**src/rtl/foo_model_server.sv**
```systemverilog
// foo_model_server: create/eval/final responder over a handle table of accumulators.
// Defining FOO_SERVER_STATS_EN adds the stat_evals/stat_errs saturating counters.
module foo_model_server #(
  parameter int MAX_INST = 4,
  parameter int DATA_W = 32,
  parameter int HANDLE_W = 2
) (
  input  logic                clk,
  input  logic                rst_n,
  input  logic                cmd_valid,
  output logic                cmd_ready,
  input  logic [1:0]          cmd_op,
  input  logic [HANDLE_W-1:0] cmd_handle,
  input  logic [DATA_W-1:0]   cmd_a,
  input  logic                cmd_clk,
  output logic                rsp_valid,
  input  logic                rsp_ready,
  output logic [HANDLE_W-1:0] rsp_handle,
  output logic [DATA_W-1:0]   rsp_x,
  output logic                rsp_err
`ifdef FOO_SERVER_STATS_EN
  ,
  output logic [31:0]         stat_evals,
  output logic [15:0]         stat_errs
`endif
);
  localparam logic [1:0] OP_CREATE = 2'd0;
  localparam logic [1:0] OP_EVAL = 2'd1;
  localparam logic [1:0] OP_FINAL = 2'd2;
  logic [MAX_INST-1:0] live, lclk;
  logic [DATA_W-1:0] acc [MAX_INST];
  logic accept, free_ok, sel_live, rise, n_err;
  logic [HANDLE_W-1:0] free_h, n_handle;
  logic [DATA_W-1:0] eval_x, n_x;
  assign cmd_ready = !rsp_valid || rsp_ready;
  assign accept = cmd_valid && cmd_ready;
  always_comb begin
    free_ok = 1'b0;
    free_h = '0;
    for (int i = MAX_INST - 1; i >= 0; i--)
      if (!live[i]) begin
        free_ok = 1'b1;
        free_h = HANDLE_W'(i);
      end
    sel_live = live[cmd_handle];
    rise = cmd_clk && !lclk[cmd_handle];
    eval_x = rise ? acc[cmd_handle] + cmd_a : acc[cmd_handle];
    n_err = cmd_op == OP_CREATE ? !free_ok :
            (cmd_op == OP_EVAL || cmd_op == OP_FINAL) ? !sel_live : 1'b1;
    n_handle = cmd_op == OP_CREATE ? free_h : cmd_handle;
    n_x = (cmd_op == OP_EVAL && sel_live) ? eval_x : '0;
  end
  // The table commits on the accept edge so a back-to-back command sees the update.
  always_ff @(posedge clk or negedge rst_n) begin
    if (!rst_n) begin
      live <= '0;
      lclk <= '0;
      for (int i = 0; i < MAX_INST; i++) acc[i] <= '0;
      rsp_valid <= 1'b0;
      rsp_handle <= '0;
      rsp_x <= '0;
      rsp_err <= 1'b0;
    end else begin
      assert (HANDLE_W == $clog2(MAX_INST));
      if (accept) begin
        rsp_valid <= 1'b1;
        rsp_handle <= n_handle;
        rsp_x <= n_x;
        rsp_err <= n_err;
        if (!n_err) begin
          if (cmd_op == OP_CREATE) begin
            live[free_h] <= 1'b1;
            lclk[free_h] <= 1'b0;
            acc[free_h] <= '0;
          end else if (cmd_op == OP_EVAL) begin
            lclk[cmd_handle] <= cmd_clk;
            acc[cmd_handle] <= eval_x;
          end else begin
            live[cmd_handle] <= 1'b0;
            acc[cmd_handle] <= '0;
          end
        end
      end else if (rsp_ready) begin
        rsp_valid <= 1'b0;
      end
    end
  end
`ifdef FOO_SERVER_STATS_EN
  always_ff @(posedge clk or negedge rst_n) begin
    if (!rst_n) begin
      stat_evals <= '0;
      stat_errs <= '0;
    end else if (accept) begin
      if (cmd_op == OP_EVAL && stat_evals != '1) stat_evals <= stat_evals + 32'd1;
      if (n_err && stat_errs != '1) stat_errs <= stat_errs + 16'd1;
    end
  end
`endif
endmodule

```
**config.mk**
```make
export PLATFORM = sky130hd
export DESIGN_NAME = foo_model_server
export DESIGN_NICKNAME = d
export VERILOG_FILES = /design/src/rtl/foo_model_server.sv
export SDC_FILE = /design/constraint.sdc
export NUM_CORES = 1
export LEC_CHECK = 0
export BUFFER_PORTS_ARGS = -buffer_cell sky130_fd_sc_hd__buf_2
export CAP_MARGIN = 25
export CORE_MARGIN = 2
export CORE_UTILIZATION = 25
export DETAILED_ROUTE_END_ITERATION = 8
export MAX_ROUTING_LAYER = met4
export PLACE_DENSITY = 0.4
export SLEW_MARGIN = 40
export SYNTH_ARGS = -nofsm -noshare
export SYNTH_HDL_FRONTEND = slang
export SYNTH_SLANG_ARGS = --single-unit
```
**constraint.sdc**
```tcl
create_clock -name clk -period 6.8 [get_ports clk]
set_input_delay 1.36 -clock clk [delete_from_list [all_inputs] [get_ports clk]]
set_output_delay 1.36 -clock clk [all_outputs]
set_load 0.05 [all_outputs]
```
==> impl_metrics.tcl <==
set metrics [dict create \
    num_antenna_cells 0 \
    antenna_found_initial 0 \
    cts_hold_buf 0 \
    drive_above_1_share_pct 18.7 \
    rsz0062_at_grt "no" \
    yosys-top-cells-area "dfrtp_1 (45%), mux4_2 (7.5%), o21ai_0 (7.3%), nand2_1 (6.3%), ha_1 (4.3%)" \
    async_reset_ff_share_pct 100 \
    ir_worst_vdd_mv 0.169 \
    skew_ps 14.9 \
    netlist_area_um2 9670 \
    crit_arrival_ps 5290 \
    final_nets 1075 \
    slew_headroom_pct 43.6 \
    slew_violations 0 \
    core_um2 38400 \
    numClockSinks 172 \
    synth.distinct_cells 70 \
    cts-buffers-inserted 17 \
    start_util_pct 25.2 \
    synth.avg_cell_area_um2 10.1 \
    seq_area_frac_synth_pct 44.5 \
    yosysWarnings 0 \
    clk_pin_slew_ps 70 \
    fin_cells 1531 \
    portBuffers 77 \
    power_density_nw_per_um2 209 \
    postRouteWirelength_um 33200 \
    synth_ff_type "dfrtp_1" \
    power_leakage_uw 0.00494 \
    setup_tns_ps 0 \
    routedWlPerCell_um 21.7 \
    syn_inst 958 \
    grt_max_degree 92 \
    maxCapViolCount 0 \
    drt-initial-drc-count 391 \
    synth_nets 1033 \
    grt_pass1_wl_um 51000 \
    root_buffer "clkbuf_16" \
    hold_viol_final 0 \
    ant_nets 0 \
    worstMarginPinSlew_ps 846 \
    worstPathRequired_ps 7080 \
    cts_buffer_depth 2 \
    dr.pass1.iters 5 \
    synth_top_area_share_pct 44.5 \
    ys_ff_latch 172 \
    grtUsageTotal_pct 17.3 \
    synthToLayoutAreaGrowth_pct 15.2 \
    synth_edf_count 0 \
    die_h_um 201 \
    dp_cells 1499 \
    via_count 7695 \
    finalWeightedCongestion 0.814 \
    ys_top_cells_by_count "dfrtp_1 (172), nand2_1 (163), o21ai_0 (141), a21oi_1 (57), a22o_1 (41)" \
    num_rows 72 \
    setup_viol 0 \
    ios 78 \
    fin_ws_ps 1790 \
    p_total_uw 2320 \
    grt_overflow_total 0 \
    die_area_um2 40300 \
    cts_setup_buffers 0 \
    clock_latency_ps 450 \
    cts_tree "built" \
    synth_top_area_cell "dfrtp_1" \
    grt_pass1_vias 7880 \
    dp_hpwl_um 23100 \
    worstSetupStartpointType "primary input" \
    end_kind "flop" \
    crit_type "primary input to flop" \
    ctsResizeCount 0 \
    dpl_worst_slack_ps 1360 \
    drcViolationCount 0 \
    cts_max_level 4 \
    via_per_inst 5.03 \
    fmax_mhz 200 \
    hold_path_class "flop to flop" \
    post-route-period-util_pct 73.6 \
    yosysMostFrequentCell "dfrtp_1" \
    status "complete, no violations" \
    dieWidth_um 201 \
    fin_crit_ps 5010 \
    worstPathMaxFanout 28 \
]
[power by group]
| group | internal (uW) | total [uW] | switching (uW) |
|---|---|---|---|
| clock network | 626 | 1090 | 463 |
| logic | 55.7 | 198 | 142 |
| registers | 1030 | 1040 | 6.55 |
[final cells by class]
type                       instances  area, um^2
timing repair buffer              86         478
clock inverter                    14         205
inverter                           9        33.8
fill                            4137       27200
clock buffer                      18         429
multi-input combinational        714        5030
sequential                       172        4300
tap                              518         648
[metal layers]
metal | share of wire (%) | global-route usage (%) | vias to the layer above
li1 | - | - | 3605
met2 | 45 | 25.7 | 163
met5 | 0 | - | -
met3 | 3.5 | 2.65 | 25
met4 | 1.6 | 4.39 | 0
met1 | 50 | 24.5 | 3902
[kinds of logic after synthesis]
logic type               count (synthesis)  synth area share (%)
flip-flops                             172                  44.5
XOR/XNOR                                26                  2.36
multiplexers                            49                  9.58
AO/OA/AOI/OAI                          340                  22.4
buffers and inverters                   72                  4.15
AND/OR/NAND/NOR                        265                  12.5
adder cells (fa/ha/maj)                 34                  4.48
[worst paths after layout]
kind                                      start                     to  slack [ps]  cells past startpoint
setup / recovery                  cmd_handle[1]  rsp_x[22]$_DFFE_PN0P_        1790                     12
hold reg to reg            rsp_x[5]$_DFFE_PN0P_   rsp_x[5]$_DFFE_PN0P_         480                      2
hold / removal             rsp_x[5]$_DFFE_PN0P_   rsp_x[5]$_DFFE_PN0P_         480                      2
setup reg to reg            acc[32]$_DFFE_PN0P_  rsp_x[22]$_DFFE_PN0P_        2970                     11
max in group asynchronous                 rst_n    lclk[3]$_DFFE_PN0P_        4930                      2
min in group asynchronous                 rst_n   rsp_x[2]$_DFFE_PN0P_         890                      1
[sequential cells by signal (all words and copies together), names as in the netlist]
register	cells
acc	128
lclk	4
rsp_valid	1
rsp_err	1
rsp_x	32
rsp_handle	2
live	4
[through the flow]
stage / area (um^2) / hold WS [ps] / utilization (%)
6_report: 11100 / 476 / 29.0
5_1_grt: 11100 / 497 / 29.0
4_1_cts: 11100 / 482 / 29.0
3_5_place_dp: 10500 / 465 / 27.3
3_3_place_gp: 10400 / 458 / 27.2
2_1_floorplan: 9670 / 444 / -
[worst max-delay path: stages]
cell and delay (ps):
buf_2 630, buf_4 370, mux4_2 360, ha_1 390, a211o_2 320, a31o_2 250
a31oi_1 130, o21ai_0 320, a311o_1 450, xor2_1 150, mux2i_1 370, o21ai_0 170
[cell usage in the layout, fill, tap and decap left out, types with 5 or more instances in the layout]
| cell type | netlist | layout |
|---|---|---|
| inv_1 | 9 | 9 |
| o21a_1 | 7 | 7 |
| inv_6 | 0 | 6 |
| a22o_1 | 41 | 41 |
| buf_4 | 0 | 9 |
| clkbuf_16 | 0 | 17 |
| mux4_2 | 32 | 32 |
| a21oi_1 | 57 | 53 |
| nor2b_1 | 7 | 7 |
| nand3_1 | 7 | 7 |
| a21o_1 | 16 | 16 |
| dfrtp_1 | 172 | 172 |
| or2_2 | 5 | 5 |
| mux2i_1 | 13 | 13 |
| a32o_2 | 5 | 5 |
| nand2b_1 | 10 | 9 |
| ha_1 | 33 | 32 |
| nand4_1 | 9 | 9 |
| nor2_1 | 26 | 25 |
| nand2_1 | 163 | 160 |
| and2_2 | 5 | 5 |
| xor2_1 | 15 | 15 |
| a22oi_1 | 22 | 22 |
| buf_2 | 13 | 75 |
| xnor2_1 | 11 | 11 |
| o21bai_1 | 7 | 7 |
| nor3_1 | 5 | 5 |
| and3_1 | 9 | 9 |
| and2_1 | 6 | 6 |
| o21ai_0 | 141 | 139 |
(Power assumes the default switching activity.)
